[src/rtl/shift_mac_seq_if.sv]
// Handshake bundle for shift_mac_seq: weight load, activation stream, result
// channel plus reload/status. The feeder side is master, the PE sequencer is slave.
interface shift_mac_seq_if #(
    parameter int unsigned ACC_WIDTH = 16
);
    localparam int unsigned DATA_WEIGHT_WIDTH = 4;
    localparam int unsigned DATA_ACT_WIDTH    = 8;

    logic                                w_valid;
    logic                                w_ready;
    logic        [DATA_WEIGHT_WIDTH-1:0] w_data;
    logic                                act_valid;
    logic                                act_ready;
    logic signed [DATA_ACT_WIDTH-1:0]    act_data;
    logic                                reload;
    logic                                res_valid;
    logic                                res_ready;
    logic signed [ACC_WIDTH-1:0]         res_data;
    logic                                weights_loaded;

    modport master (
        output w_valid, w_data, act_valid, act_data, reload, res_ready,
        input  w_ready, act_ready, res_valid, res_data, weights_loaded
    );

    modport slave (
        input  w_valid, w_data, act_valid, act_data, reload, res_ready,
        output w_ready, act_ready, res_valid, res_data, weights_loaded
    );
endinterface

[src/rtl/shift_mac_seq.sv]
// Weight-stationary shift-MAC sequencer: loads a kernel of log-quantized weights,
// streams activations through one shift unit and returns one dot product per window.
// Optional SHIFT_ACC_SAT_EN: saturating accumulator instead of two's-complement wrap.
module shift_mac_seq #(
    parameter int unsigned KERNEL_LEN = 9,
    parameter int unsigned ACC_WIDTH  = 16
) (
    input  logic               clk,
    input  logic               rst_n,
    shift_mac_seq_if.slave     bus
);
    localparam int unsigned DATA_WEIGHT_WIDTH = 4;
    localparam int unsigned DATA_ACT_WIDTH    = 8;
    localparam int unsigned DATA_INTER_WIDTH  = 16;
    localparam int unsigned SHL               = DATA_INTER_WIDTH - DATA_ACT_WIDTH - 1;
    localparam int unsigned IDX_W             = $clog2(KERNEL_LEN);
    localparam logic [IDX_W-1:0] IDX_LAST     = IDX_W'(KERNEL_LEN - 1);

    typedef enum logic [1:0] {S_LOAD, S_RUN, S_DRAIN, S_OUT} state_t;

    state_t                              state;
    state_t                              state_nx;
    logic        [IDX_W-1:0]             idx;
    logic        [DATA_WEIGHT_WIDTH-1:0] wbuf [KERNEL_LEN];
    logic signed [DATA_INTER_WIDTH-1:0]  p_reg;
    logic                                p_vld;
    logic signed [ACC_WIDTH-1:0]         acc;

    logic                                idx_last;
    logic                                w_fire;
    logic                                act_fire;
    logic                                res_fire;
    logic                                reload_go;
    logic        [DATA_WEIGHT_WIDTH-1:0] w_sel;
    logic signed [DATA_ACT_WIDTH:0]      x_ext;
    logic signed [DATA_ACT_WIDTH:0]      x_inv;
    logic signed [DATA_INTER_WIDTH-1:0]  prod_c;
    logic signed [ACC_WIDTH-1:0]         acc_sum;

    assign idx_last = (idx == IDX_LAST);

    // State register
    always_ff @(posedge clk) begin
        if (!rst_n) state <= S_LOAD;
        else        state <= state_nx;
    end

    // Next state and handshake qualification; reload at a window boundary
    // takes priority and blocks the activation accept in that cycle.
    always_comb begin
        state_nx  = state;
        w_fire    = 1'b0;
        act_fire  = 1'b0;
        res_fire  = 1'b0;
        reload_go = 1'b0;
        case (state)
            S_LOAD: begin
                w_fire = bus.w_valid & bus.w_ready;
                if (w_fire && idx_last) state_nx = S_RUN;
            end
            S_RUN: begin
                reload_go = bus.reload & (idx == '0) & ~p_vld;
                act_fire  = bus.act_valid & bus.act_ready & ~reload_go;
                if (reload_go)                 state_nx = S_LOAD;
                else if (act_fire && idx_last) state_nx = S_DRAIN;
            end
            S_DRAIN: state_nx = S_OUT;
            S_OUT: begin
                res_fire = bus.res_valid & bus.res_ready;
                if (res_fire) state_nx = S_RUN;
            end
            default: state_nx = S_LOAD;
        endcase
    end

    // Shift unit: conditional negate at 9 bits, scale by 2^7, arithmetic right shift
    always_comb begin
        w_sel  = wbuf[idx];
        x_ext  = {bus.act_data[DATA_ACT_WIDTH-1], bus.act_data};
        x_inv  = w_sel[DATA_WEIGHT_WIDTH-1] ? -x_ext : x_ext;
        prod_c = $signed({x_inv, {SHL{1'b0}}}) >>> w_sel[DATA_WEIGHT_WIDTH-2:0];
    end

`ifdef SHIFT_ACC_SAT_EN
    localparam logic signed [ACC_WIDTH-1:0] ACC_MAX = {1'b0, {(ACC_WIDTH-1){1'b1}}};
    localparam logic signed [ACC_WIDTH-1:0] ACC_MIN = {1'b1, {(ACC_WIDTH-1){1'b0}}};
    logic signed [ACC_WIDTH:0] sum_w;

    // One guard bit detects overflow; clamp toward the sign of the true sum
    always_comb begin
        sum_w = (ACC_WIDTH+1)'(acc) + (ACC_WIDTH+1)'(p_reg);
        if (sum_w[ACC_WIDTH] != sum_w[ACC_WIDTH-1])
            acc_sum = sum_w[ACC_WIDTH] ? ACC_MIN : ACC_MAX;
        else
            acc_sum = sum_w[ACC_WIDTH-1:0];
    end
`else
    always_comb begin
        acc_sum = acc + ACC_WIDTH'(p_reg);
    end
`endif

    // Datapath and registered outputs
    always_ff @(posedge clk) begin
        if (!rst_n) begin
            for (int i = 0; i < int'(KERNEL_LEN); i++) wbuf[i] <= '0;
            idx                <= '0;
            p_reg              <= '0;
            p_vld              <= 1'b0;
            acc                <= '0;
            bus.w_ready        <= 1'b1;
            bus.act_ready      <= 1'b0;
            bus.res_valid      <= 1'b0;
            bus.res_data       <= '0;
            bus.weights_loaded <= 1'b0;
        end else begin
            if (w_fire) wbuf[idx] <= bus.w_data;
            if (w_fire || act_fire) idx <= idx_last ? '0 : idx + IDX_W'(1);

            p_vld <= act_fire;
            if (act_fire) p_reg <= prod_c;

            if (res_fire)   acc <= '0;
            else if (p_vld) acc <= acc_sum;

            // DRAIN always holds the last product, so acc_sum is the window total
            if (state == S_DRAIN) bus.res_data <= acc_sum;

            bus.w_ready   <= (state_nx == S_LOAD);
            bus.act_ready <= (state_nx == S_RUN);
            bus.res_valid <= (state_nx == S_OUT);

            if (w_fire && idx_last) bus.weights_loaded <= 1'b1;
            else if (reload_go)     bus.weights_loaded <= 1'b0;
        end
    end
endmodule

[src/flat_wrapper.sv]
// flat-port wrapper written by rule: the top's interface ports become plain ports
module shift_mac_seq_flat 
#(
    parameter int unsigned KERNEL_LEN = 9,
    parameter int unsigned ACC_WIDTH  = 16
)
  (clk, rst_n, bus_w_valid, bus_w_data, bus_act_valid, bus_act_data, bus_reload, bus_res_ready, bus_w_ready, bus_act_ready, bus_res_valid, bus_res_data, bus_weights_loaded);
  shift_mac_seq_if #(.ACC_WIDTH(ACC_WIDTH)) bus_i ();
  input  logic clk;
  input  logic rst_n;
  input wire logic [$bits(bus_i.w_valid)-1:0] bus_w_valid;
  input wire logic [$bits(bus_i.w_data)-1:0] bus_w_data;
  input wire logic [$bits(bus_i.act_valid)-1:0] bus_act_valid;
  input wire logic [$bits(bus_i.act_data)-1:0] bus_act_data;
  input wire logic [$bits(bus_i.reload)-1:0] bus_reload;
  input wire logic [$bits(bus_i.res_ready)-1:0] bus_res_ready;
  output wire logic [$bits(bus_i.w_ready)-1:0] bus_w_ready;
  output wire logic [$bits(bus_i.act_ready)-1:0] bus_act_ready;
  output wire logic [$bits(bus_i.res_valid)-1:0] bus_res_valid;
  output wire logic [$bits(bus_i.res_data)-1:0] bus_res_data;
  output wire logic [$bits(bus_i.weights_loaded)-1:0] bus_weights_loaded;
  assign bus_i.w_valid = bus_w_valid;
  assign bus_i.w_data = bus_w_data;
  assign bus_i.act_valid = bus_act_valid;
  assign bus_i.act_data = bus_act_data;
  assign bus_i.reload = bus_reload;
  assign bus_i.res_ready = bus_res_ready;
  assign bus_w_ready = bus_i.w_ready;
  assign bus_act_ready = bus_i.act_ready;
  assign bus_res_valid = bus_i.res_valid;
  assign bus_res_data = bus_i.res_data;
  assign bus_weights_loaded = bus_i.weights_loaded;
  shift_mac_seq #(.KERNEL_LEN(KERNEL_LEN), .ACC_WIDTH(ACC_WIDTH)) u_core (.clk(clk), .rst_n(rst_n), .bus(bus_i));
endmodule
[config.mk]
export PLATFORM = sky130hd
export DESIGN_NAME = shift_mac_seq_flat
export DESIGN_NICKNAME = d
export VERILOG_FILES = /design/src/rtl/shift_mac_seq_if.sv /design/src/rtl/shift_mac_seq.sv /design/src/flat_wrapper.sv
export SDC_FILE = /design/constraint.sdc
export NUM_CORES = 1
export LEC_CHECK = 0
export BUFFER_PORTS_ARGS = -buffer_cell sky130_fd_sc_hd__buf_2
export CAP_MARGIN = 0
export CORE_ASPECT_RATIO = 0.6
export CORE_MARGIN = 4
export CORE_UTILIZATION = 55
export DETAILED_ROUTE_END_ITERATION = 7
export HOLD_SLACK_MARGIN = 0.1
export PLACE_DENSITY_LB_ADDON = 0.08
export SLEW_MARGIN = 20
export SYNTH_ARGS = -nofsm -noshare
export SYNTH_HDL_FRONTEND = slang
export SYNTH_SLANG_ARGS = --single-unit
[constraint.sdc]
create_clock -name clk -period 3.2 [get_ports clk]
set_clock_uncertainty 0.2 [all_clocks]
set_input_delay 0.32 -clock clk [delete_from_list [all_inputs] [get_ports clk]]
set_output_delay 0.32 -clock clk [all_outputs]
set_load 0.005 [all_outputs]
==> flow_summary_export.csv, run 1 <==
group,metric,value,unit
critical_path,worst_path_most_repeated_cell,"mux2i_1",
critical_path,crit_type,"flop to flop",
pwr,p_per_area,531,nW/µm²
timing,relSlewSlack,48.2,%
clock_network,cts_sinks,127,
layout,largest_reg_flops,64,
global_routing,top_usage_layer,"met1",
critical_path,cp_max_fo,10,
floorplan,fp-row-count,30,
place,place_congestion,0.913,
place,dp_hpwl,13.1,mm
critical_path,path_delay_family,"multiplexers",
pwr,comb_power_share,10.4,%
global_routing,grtUsageMet1,43.7,%
timing,fin_tns_setup,0,ns
detailed_routing,wl_per_cell,20.6,µm
global_routing,grt_pass1_vias,5043,
synthesis,synthCells,659,
critical_path,crit_chain,"mux2i_1 > mux4_2 > or2_1 > a21oi_1 > xnor2_2 > mux2i_1 > mux2_2 > a221o_1",
critical_path,cp.arrival,3.15,ns
clock_network,clock_path_buffers,2,
layout,nFillCells,949,
synthesis,syn_area,6670,µm²
critical_path,end_kind,"flop",
detailed_routing,dr.pass1.iters,5,
global_routing,track_usage,27.0,%
pwr,switchingPower,1.05,mW
detailed_routing,num_vias,5473,
layout,fin_cells,870,
timing,max_freq,0.328,GHz
pwr,sw_frac_of_total,25.6,%
critical_path,critPathBufInv,0,
timing,setup_viol_count_final,0,
clock_network,clock_latency,0.42,ns
detailed_routing,wl,17.9,mm
layout,seqCellArea,3180,µm²
detailed_routing,avgViaCountPerCell,6.29,
layout,regMostFlops,"u_core.wbuf",
synthesis,yosysWarnings,0,
synthesis,postSynthAreaPerCell,10.1,µm²
clock_network,cts_setup_buffers,0,
detailed_routing,drcViolationCount,0,
pwr,clockPowerShare,46.9,%
floorplan,start_util,57.7,%
pwr,ir_drop,0.375,mV
synthesis,synth_top_flop_cell,"edfxtp_1",
timing,fin_hold_ws,0.127,ns
timing,rsz0062_at_grt,"no",
hold_path,hold_class,"input pin to flop",
global_routing,grt_max_degree,33,
pwr,seqPwrFrac,42.7,%
synthesis,synthesis.nets,698,
floorplan,pin_count,38,
status,status,"completed",
synthesis,async_flop_share,0,%
floorplan,core,11600,µm²
critical_path,worst_setup_path_start_kind,"flop",
timing,slew_violations,0,
timing,finalCritPeriodShare,95.4,%
timing,min_period,3.05,ns
clock_network,cts_root_buffer,"clkbuf_16",
pwr,p_total,4.09,mW
pwr,p_int,3.04,mW
global_routing,grt_overflow,0,
floorplan,die-area,14000,µm²
layout,layout-drive-gt1-share,17.2,%
clock_network,cts_buffers,17,
pwr,p_leak,2.88,nW
place,place_area,7040,µm²
clock_network,cts_tree,"yes",
layout,multi_input_area,3220,µm²
critical_path,cpMaxStageDelayCell,"mux4_2",
floorplan,die_width,150,µm
place,dp_cells,833,
synthesis,seq_area_frac_synth,47.8,%
detailed_routing,postRouteAntennaNets,0,
layout,antennaDiodeCount,0,
floorplan,die_y,93.3,µm
synthesis,synth_edf_count,64,
timing,final-hold-violation-count,0,
layout,nNetsFinal,736,
global_routing,grt_antenna_before_repair,0,
layout,postLayoutCellArea,7690,µm²
flow_run,max-cap-violations,0,
detailed_routing,initialDrtViolationCount,597,
global_routing,grt_util_met2,33.4,%
critical_path,critPathMaxStageDelay,0.54,ns
layout,area_growth,15.3,%
clock_network,path_clk_slew,0.06,ns
global_routing,use_met3,8.86,%
global_routing,grt_pass1_wl,28.4,mm
synthesis,ys_ff_latch,127,
timing,worstMarginPinSlew,0.771,ns
critical_path,required,3.30,ns
synthesis,synth.distinct_cells,70,
place,place.port_buffers,37,
clock_network,htreeDepth,4,
## synthesized netlist by cell type (3+ instances only)
cell type,instances,area share (%)
a211o_1,6,0.79
mux4_2,12,4.1
buf_2,8,0.60
nor3_1,27,2.0
and3_1,7,0.66
o22ai_1,7,0.66
mux2i_1,31,4.7
o21ai_1,5,0.38
clkbuf_1,33,1.9
o21ai_0,18,1.4
clkinv_1,5,0.28
o211ai_1,4,0.45
mux2_2,6,1.0
nand2b_1,11,1.0
o31ai_1,8,0.90
a211oi_1,15,1.7
a311oi_1,3,0.39
xnor2_1,10,1.3
dfxtp_1,63,19
o311a_1,3,0.45
nor2_1,55,3.1
nor4_1,17,1.6
a21oi_1,34,2.6
nand2_1,62,3.5
ha_1,20,3.8
nor2b_1,4,0.38
a21o_1,4,0.45
and2_1,7,0.66
or2_2,4,0.38
xor2_1,5,0.66
edfxtp_1,64,29
nand4_1,4,0.38
or3_1,3,0.28
inv_1,16,0.90
nand3_1,23,1.7
a31oi_1,8,0.75
a22oi_1,3,0.34
## layout by cell type, fill, tap and decap left out, types with 11 or more instances in the layout
cell type  count
nor2_1        55
mux4_2        12
nand2b_1      11
a21oi_1       34
nor4_1        17
edfxtp_1      64
nand3_1       23
dfxtp_1       62
ha_1          20
mux2i_1       31
nor3_1        27
clkbuf_16     17
nand2_1       62
a211oi_1      15
buf_4         19
o21ai_0       18
inv_1         16
buf_2         37
## final timing paths
kind / cells past startpoint / from / endpoint / slack [ns]
setup / recovery: 8 / flop / u_core.p_reg[10]$_SDFFE_PN0P_ / 0.15
hold / removal: 4 / bus_res_ready / u_core.acc[12]$_SDFFE_PP0P_ / 0.13
setup reg to reg: 8 / flop / u_core.p_reg[10]$_SDFFE_PN0P_ / 0.15
hold reg to reg: 2 / u_core.bus.res_data[5]$_SDFFE_PN0N_ / u_core.bus.res_data[5]$_SDFFE_PN0N_ / 0.25
## cells by family after synthesis
group	Yosys count	share of synthesized area, %
muxes	51	10.1
xor gates and xnor gates	15	1.97
DFF	127	47.8
buffers and inverters	66	4.09
AOI/OAI and AO/OA	146	15.2
and+or+nand+nor	233	16.8
adders and majority gates	21	4.05
## area by class of cell
| type | instances | area share (%) |
|---|---|---|
| multi-input cells | 466 | 41.9 |
| flip-flops and latches | 127 | 41.4 |
| clock buffers | 17 | 5.53 |
| repair buffers | 63 | 5.44 |
| well taps | 160 | 2.60 |
| clock inverters | 15 | 2.07 |
| inverters | 22 | 1.07 |
## routing by layer
layer / vias up / share of wire [%] / wire length, µm
met4: 0 / 1.2 / 221
li1: 2544 / - / -
met3: 19 / 12 / 2160
met5: - / 0 / 0
met1: 2613 / 49 / 8770
met2: 297 / 38 / 6750
## power by group through the flow
stage          logic [mW]  registers (mW)  clock network [mW]
6_report            0.425            1.74                1.92
5_1_grt             0.457            1.74                2.02
4_1_cts             0.410            1.74                1.94
3_5_place_dp        0.403            1.78                   0
3_3_place_gp        0.402            1.78                   0
2_1_floorplan       0.282            1.77                   0
## tightest hold or removal path: stages
cell and delay (ns):
buf_2 0.09, nand4_1 0.12, nand3_1 0.10, o22ai_1 0.06
## timing repair
action                                 CTS  global route
endpoints found under the hold margin   29             0
pin swaps                                0             0
setup endpoints to repair                1             9
resized for setup                        1             3
hold buffers                             5             0
## per-stage QoR
| stage | worst slack [ns] | util, % |
|---|---|---|
| 6_report | 0.149 | 66.5 |
| 5_1_grt | 0.0457 | 66.5 |
| 4_1_cts | 0.0833 | 66.4 |
| 3_5_place_dp | 0.00792 | 60.9 |
| 3_3_place_gp | 0.141 | 60.9 |
| 2_1_floorplan | 0.426 | - |
Power figures use the tool's default switching activity.
==> run 2, diff against run 1 <==
--- a/config.mk
+++ b/config.mk
@@ -8,8 +8,7 @@
 export BUFFER_PORTS_ARGS = -buffer_cell sky130_fd_sc_hd__buf_2
 export CAP_MARGIN = 0
 export CORE_ASPECT_RATIO = 0.6
-export CORE_MARGIN = 4
-export CORE_UTILIZATION = 55
+export CORE_UTILIZATION = 40
 export DETAILED_ROUTE_END_ITERATION = 7
 export HOLD_SLACK_MARGIN = 0.1
 export PLACE_DENSITY_LB_ADDON = 0.08
==> run 2 against run 1 <==
Global-route usage down 4.3 points. Fmax up 0.77%. Utilization down 19 points. Count of clock-buffer cells in the layout up 1. Die area up 23%. Highest routed layer unchanged. Worst setup slack better by 0.023 ns. Via count down 3.0%. Non-clock buffer count up 6. Wire length up 3.9%.
==> flow_summary_export.csv, run 2 (synthesis results as in run 1) <==
group,metric,value,unit
global_routing,grt_pass1_wl,29.0,mm
clock_network,clock_path_buffers,2,
place,place.port_buffers,37,
flow_run,max-cap-violations,0,
hold_path,worstHoldStart,"bus_res_ready",
timing,rsz0062_at_grt,"no",
layout,final_common_cell,"edfxtp_1",
critical_path,cp_max_fo,15,
critical_path,path_delay_family,"multiplexers",
layout,antennaDiodeCount,0,
floorplan,die_width,169,µm
layout,layout_common_cells,"edfxtp_1, nand2_1, dfxtp_1",
timing,slew_violations,0,
critical_path,crit_type,"flop to flop",
pwr,p_per_area,512,nW/µm²
detailed_routing,wl,18.6,mm
clock_network,htreeDepth,4,
clock_network,cts_tree,"yes",
place,dp_hpwl,13.8,mm
detailed_routing,avgViaCountPerCell,5.63,
critical_path,critPathMaxStageDelay,0.56,ns
timing,finalCritPeriodShare,94.6,%
clock_network,path_clk_slew,0.06,ns
critical_path,cp.arrival,3.13,ns
pwr,switchingPower,1.03,mW
pwr,p_int,2.96,mW
layout,area_growth,16.8,%
detailed_routing,num_vias,5311,
floorplan,core,16300,µm²
critical_path,critPathBufInv,1,
critical_path,worst_setup_path_start_kind,"flop",
clock_network,cts_root_buffer,"clkbuf_16",
critical_path,end_kind,"flop",
place,place_congestion,0.918,
hold_path,whs_path_depth,4,
detailed_routing,dr.pass1.iters,5,
critical_path,required,3.30,ns
floorplan,pin_count,38,
timing,setup_viol_count_final,0,
timing,fin_tns_setup,0,ns
layout,fin_cells,944,
timing,max_freq,0.330,GHz
timing,worstMarginPinSlew,0.760,ns
pwr,sw_frac_of_total,25.8,%
layout,nNetsFinal,742,
detailed_routing,drcViolationCount,0,
pwr,ir_drop,0.286,mV
timing,final-hold-violation-count,0,
clock_network,cts_sinks,127,
critical_path,reg2reg_to,"u_core.p_reg[10]$_SDFFE_PN0P_",
floorplan,die-area,17200,µm²
global_routing,grt_overflow,0,
clock_network,cts_buffers,17,
detailed_routing,wl_per_cell,19.7,µm
pwr,clockPowerShare,45.1,%
detailed_routing,postRouteAntennaNets,0,
hold_path,min_to,"u_core.acc[12]$_SDFFE_PP0P_",
global_routing,grt_max_degree,33,
floorplan,die_y,102,µm
global_routing,grt_antenna_before_repair,0,
critical_path,cpMaxStageDelayCell,"mux4_2",
layout,largest_reg_flops,64,
floorplan,fp-row-count,36,
pwr,seqPwrFrac,43.7,%
pwr,comb_power_share,11.2,%
hold_path,hold_class,"input pin to flop",
place,post-place-ws,0.00229,ns
clock_network,cts_setup_buffers,0,
place,dp_cells,907,
critical_path,r2r_cells,9,
critical_path,crit_chain,"buf_12 > mux4_2 > mux2i_1 > nand2_1 > and2_1 > nor2_1 > a21oi_1 > mux2_1 > a221o_1",
timing,relSlewSlack,48.9,%
layout,layout-drive-gt1-share,17.7,%
pwr,p_leak,2.89,nW
global_routing,grt_pass1_vias,4956,
layout,regMostFlops,"u_core.wbuf",
global_routing,track_usage,22.7,%
floorplan,start_util,41.0,%
critical_path,r2r_setup_slack,0.17,ns
status,status,"completed",
clock_network,clock_latency,0.42,ns
detailed_routing,initialDrtViolationCount,415,
timing,min_period,3.03,ns
timing,setup_slack,0.172,ns
==> run 2: cell type report <==
cell class	instances	area (µm²)
sequential	127	3180
timing repair buffer	69	463
clock inverter	14	120
tap	228	285
inverter	22	82.6
clock buffer	18	429
fill	1525	8480
multi-input combinational	466	3220
==> run 2: power by group through the flow <==
stage          clock [mW]  combinational (mW)  sequential (mW)
6_report             1.80               0.445             1.74
5_1_grt              1.89               0.483             1.75
4_1_cts              1.82               0.433             1.74
3_5_place_dp            0               0.426             1.78
3_3_place_gp            0               0.431             1.78
2_1_floorplan           0               0.282             1.77
==> run 2: per-layer routing <==
layer	wire [µm]	track usage, %
met3	1400	6.97
met2	6720	28.2
met4	131	4.34
met5	0	0
met1	10300	37.0
==> run 2: worst max-delay path by stage <==
stage	from	to	slack [ns]	cells past startpoint
global route	flop	u_core.p_reg[12]$_SDFFE_PN0P_	0.002	10
floorplan	flop	u_core.p_reg[10]$_SDFFE_PN0P_	0.43	9
detailed placement	flop	u_core.p_reg[9]$_SDFFE_PN0P_	0.002	8
finish	flop	u_core.p_reg[10]$_SDFFE_PN0P_	0.17	9
global placement	flop	u_core.p_reg[11]$_SDFFE_PN0P_	0.07	9
CTS	flop	u_core.p_reg[9]$_SDFFE_PN0P_	0.13	8
==> run 2: repair_timing <==
item | 4_1_cts | 5_1_grt
hold endpoints to repair | 29 | 0
hold buffers | 5 | 0
gates resized for setup | 1 | 4
cloned | 0 | 0
setup endpoints to repair | 1 | 2
==> run 2: tightest hold or removal path: cells and delay by family <==
kind | cells | cell delay, ns
AND/OR/NAND/NOR | 2 | 0.23
AO/OA/AOI/OAI | 1 | 0.07
buffers and inverters | 1 | 0.09
==> run 2: per-stage QoR <==
stage	area (µm²)	hold WS, ns	util [%]	power (mW)
3_5_place_dp	7170	0.245	44.1	2.20
5_1_grt	7780	0.158	47.9	4.11
6_report	7780	0.149	47.9	3.99
2_1_floorplan	6670	0.219	-	2.05
3_3_place_gp	7170	0.238	44.1	2.21
4_1_cts	7770	0.140	47.8	4.00
==> run 3, diff against run 2 <==
--- a/config.mk
+++ b/config.mk
@@ -5,6 +5,7 @@
 export SDC_FILE = /design/constraint.sdc
 export NUM_CORES = 1
 export LEC_CHECK = 0
+export ABC_AREA = 1
 export BUFFER_PORTS_ARGS = -buffer_cell sky130_fd_sc_hd__buf_2
 export CAP_MARGIN = 0
 export CORE_ASPECT_RATIO = 0.6
==> constraint.sdc (replaced) <==
create_clock -name clk -period 3.2 [get_ports clk]
set_clock_uncertainty 0.2 [all_clocks]
set_input_delay 0.48 -clock clk [delete_from_list [all_inputs] [get_ports clk]]
set_output_delay 0.48 -clock clk [all_outputs]
set_load 0.005 [all_outputs]
==> run 3 against run 2 <==
The run now ends with design-rule violations left. Synthesized cell count is 23% higher. First-iteration DRC count is 19% higher. Worst setup slack better by 0.21 ns. Worst hold slack better by 0.0083 ns. Critical path depth is 3 higher. Count of clock-buffer cells in the layout is 2 higher. Die area is 2.7% lower. Sequential power hardly changed. Power is 4.3% higher. Utilization is 0.37 points higher. Via count is 6.3% higher. Flip-flop and latch count stayed put. Critical path type unchanged.
==> flow_summary_export.csv, run 3 <==
group,metric,value,unit
status,status,"finished with violations",
status,violations,"design-rule violations",
critical_path,crit_start,"u_core.acc[0]$_SDFFE_PP0P_",
clock_network,path_clk_slew,0.06,ns
synthesis,async_flop_share,0,%
layout,nFillCells,1498,
global_routing,track_usage,21.9,%
critical_path,cpMaxStageDelayCell,"o21ai_0",
critical_path,r2r_cells,12,
global_routing,grt_overflow,0,
timing,final-hold-violation-count,0,
floorplan,start_util,41.6,%
layout,regMostFlops,"u_core.wbuf",
synthesis,synth.distinct_cells,36,
timing,min_period,2.82,ns
layout,seqCellArea,3180,µm²
floorplan,fp-row-count,35,
clock_network,clock_latency,0.42,ns
critical_path,path_delay_family,"compound AO/OA/AOI/OAI gates",
timing,setup_viol_count_final,0,
layout,final_common_cell,"nand2_1",
timing,slew_violations,0,
layout,layout-drive-gt1-share,11.1,%
timing,finalCritPeriodShare,88.1,%
clock_network,cts_root_buffer,"clkbuf_16",
critical_path,r2r_setup_slack,0.38,ns
clock_network,cts_resized,0,
pwr,p_leak,3.45,nW
synthesis,yosys-top-cells-area,"edfxtp_1, dfxtp_1, nand3_1, nand2_1, nor2_1",
layout,layout_common_cells,"nand2_1, nor2_1, nand3_1",
synthesis,yosysMostFrequentCell,"nand2_1",
global_routing,grt_pass1_vias,5095,
floorplan,die_width,166,µm
detailed_routing,initialDrtViolationCount,495,
detailed_routing,num_vias,5645,
critical_path,critPathMaxStageDelay,0.56,ns
hold_path,hold_class,"input pin to flop",
synthesis,seq_area_frac_synth,49.1,%
critical_path,timing.rr.start,"u_core.acc[0]$_SDFFE_PP0P_",
synthesis,synthesis.nets,850,
layout,multi_input_area,2770,µm²
timing,fin_tns_setup,0,ns
flow_run,max-cap-violations,0,
synthesis,yosysWarnings,0,
synthesis,synth_edf_count,64,
layout,antennaDiodeCount,0,
clock_network,clock_path_buffers,2,
synthesis,synth_top_flop_cell,"edfxtp_1",
timing,worstMarginPinSlew,0.682,ns
pwr,ir_drop,0.294,mV
clock_network,cts_buffers,17,
critical_path,required,3.31,ns
floorplan,pin_count,38,
layout,nNetsFinal,894,
synthesis,postSynthAreaPerCell,7.99,µm²
timing,relSlewSlack,54.1,%
critical_path,cp_max_fo,4,
detailed_routing,postRouteAntennaNets,0,
critical_path,crit_end,"u_core.acc[12]$_SDFFE_PP0P_",
place,post-place-ws,0.463,ns
clock_network,cts_tree,"yes",
critical_path,worst_setup_path_start_kind,"flop",
synthesis,ys_ff_latch,127,
layout,area_growth,16.0,%
global_routing,grt_max_degree,33,
place,dp_hpwl,13.1,mm
critical_path,crit_chain,"ha_1 > inv_1 > fa_1 > o21ai_0 > a21oi_1 > o21ai_0 > a21o_1 > nand2_1 > nand3_1 > nand3_1 > o211ai_1 > inv_1",
place,place_congestion,0.865,
synthesis,syn_area,6480,µm²
detailed_routing,avgViaCountPerCell,5.27,
synthesis,synth_top_area_share,29.6,%
floorplan,die-area,16700,µm²
critical_path,cp.depth,12,
critical_path,crit_type,"flop to flop",
critical_path,critPathBufInv,2,
clock_network,cts_sinks,127,
synthesis,synth_common_cells,"nand2_1, nor2_1, nand3_1",
synthesis,netlist.top_cell.by_area,"edfxtp_1",
critical_path,end_kind,"flop",
timing,setup_slack,0.380,ns
timing,rsz0062_at_grt,"no",
critical_path,reg2reg_to,"u_core.acc[12]$_SDFFE_PP0P_",
hold_path,whs_path_depth,1,
detailed_routing,dr.pass1.iters,7,
detailed_routing,wl_per_cell,16.4,µm
place,place.port_buffers,37,
floorplan,core,15600,µm²
clock_network,cts_setup_buffers,0,
clock_network,htreeDepth,4,
pwr,p_per_area,553,nW/µm²
global_routing,grt_pass1_wl,27.9,mm
timing,max_freq,0.355,GHz
global_routing,grt_antenna_before_repair,0,
clock_network,cts_hold_buffers,0,
floorplan,die_y,101,µm
detailed_routing,wl,17.6,mm
layout,largest_reg_flops,64,
critical_path,cp.arrival,2.93,ns
synthesis,synthCells,811,
detailed_routing,drcViolationCount,4,
==> run 3: changes by cell type after synthesis, moves of 21 or more <==
| cell | before | now |
|---|---|---|
| clkbuf_1 | 33 | 12 |
| inv_1 | 16 | 102 |
| mux2i_1 | 31 | 0 |
| nand2_1 | 62 | 147 |
| nand3_1 | 23 | 114 |
| nor2_1 | 55 | 116 |
| o21ai_0 | 18 | 47 |
==> run 3: through the flow <==
stage                     area (µm²)  hold WS [ns]  power (mW)  util, %  instances
final                           7520         0.157        4.16     48.2       1071
after global routing            7520         0.162        4.30     48.2       1071
after CTS                       7520         0.149        4.18     48.2       1071
after detailed placement        6900         0.269        2.13     44.2       1039
after global placement          6900         0.255        2.13     44.2       1039
after floorplan                 6480         0.245        2.03        -        811
==> run 3: logic make-up (layout without fill, tap and decap cells) <==
kind of cell | after synthesis | count (layout) | synth area share [%]
AOI/OAI and AO/OA | 112 | 112 | 9.86
xor gates and xnor gates | 14 | 14 | 1.89
adders and majority gates | 21 | 21 | 4.17
buffers and inverters | 135 | 192 | 8.14
DFF | 127 | 127 | 49.1
and+or+nand+nor | 402 | 402 | 26.8
==> run 3: worst min-delay path by stage <==
stage	startpoint	end	slack (ns)
finish	bus_w_data[1]	u_core.wbuf[12][1]$_DFFE_PP_	0.16
floorplan	u_core.acc[0]$_SDFFE_PP0P_	u_core.acc[0]$_SDFFE_PP0P_	0.25
global placement	u_core.acc[0]$_SDFFE_PP0P_	u_core.acc[0]$_SDFFE_PP0P_	0.26
CTS	bus_w_data[1]	u_core.wbuf[12][1]$_DFFE_PP_	0.15
global route	bus_w_data[1]	u_core.wbuf[12][1]$_DFFE_PP_	0.16
detailed placement	u_core.acc[0]$_SDFFE_PP0P_	u_core.acc[0]$_SDFFE_PP0P_	0.27
==> run 3: power breakdown <==
group / internal, mW / switching [mW]
clock: 1.26 / 0.796
sequential: 1.73 / 0.0108
combinational: 0.102 / 0.261
==> run 3: worst reg2reg max path: stages (launching register included) <==
cell	delay, ns
dfxtp_1	0.33
ha_1	0.17
inv_1	0.05
fa_1	0.40
o21ai_0	0.21
a21oi_1	0.12
o21ai_0	0.56
a21o_1	0.23
nand2_1	0.07
nand3_1	0.09
nand3_1	0.09
o211ai_1	0.12
inv_1	0.06
==> run 3: cell type report <==
type,count,area share (%)
inverters,112,5.59
repair buffers,48,3.56
clock buffers,20,6.37
multi-input cells,549,36.9
clock inverters,12,1.90
well taps,203,3.38
flip-flops and latches,127,42.3
==> run 3: layer usage <==
| metal | global-route usage (%) | vias to the layer above | wire length (µm) |
|---|---|---|---|
| met3 | 4.67 | 18 | 1400 |
| met4 | 6.41 | 0 | 175 |
| met1 | 35.6 | 2629 | 9510 |
| met5 | 0 | - | 0 |
| li1 | - | 2786 | - |
| met2 | 27.9 | 212 | 6530 |
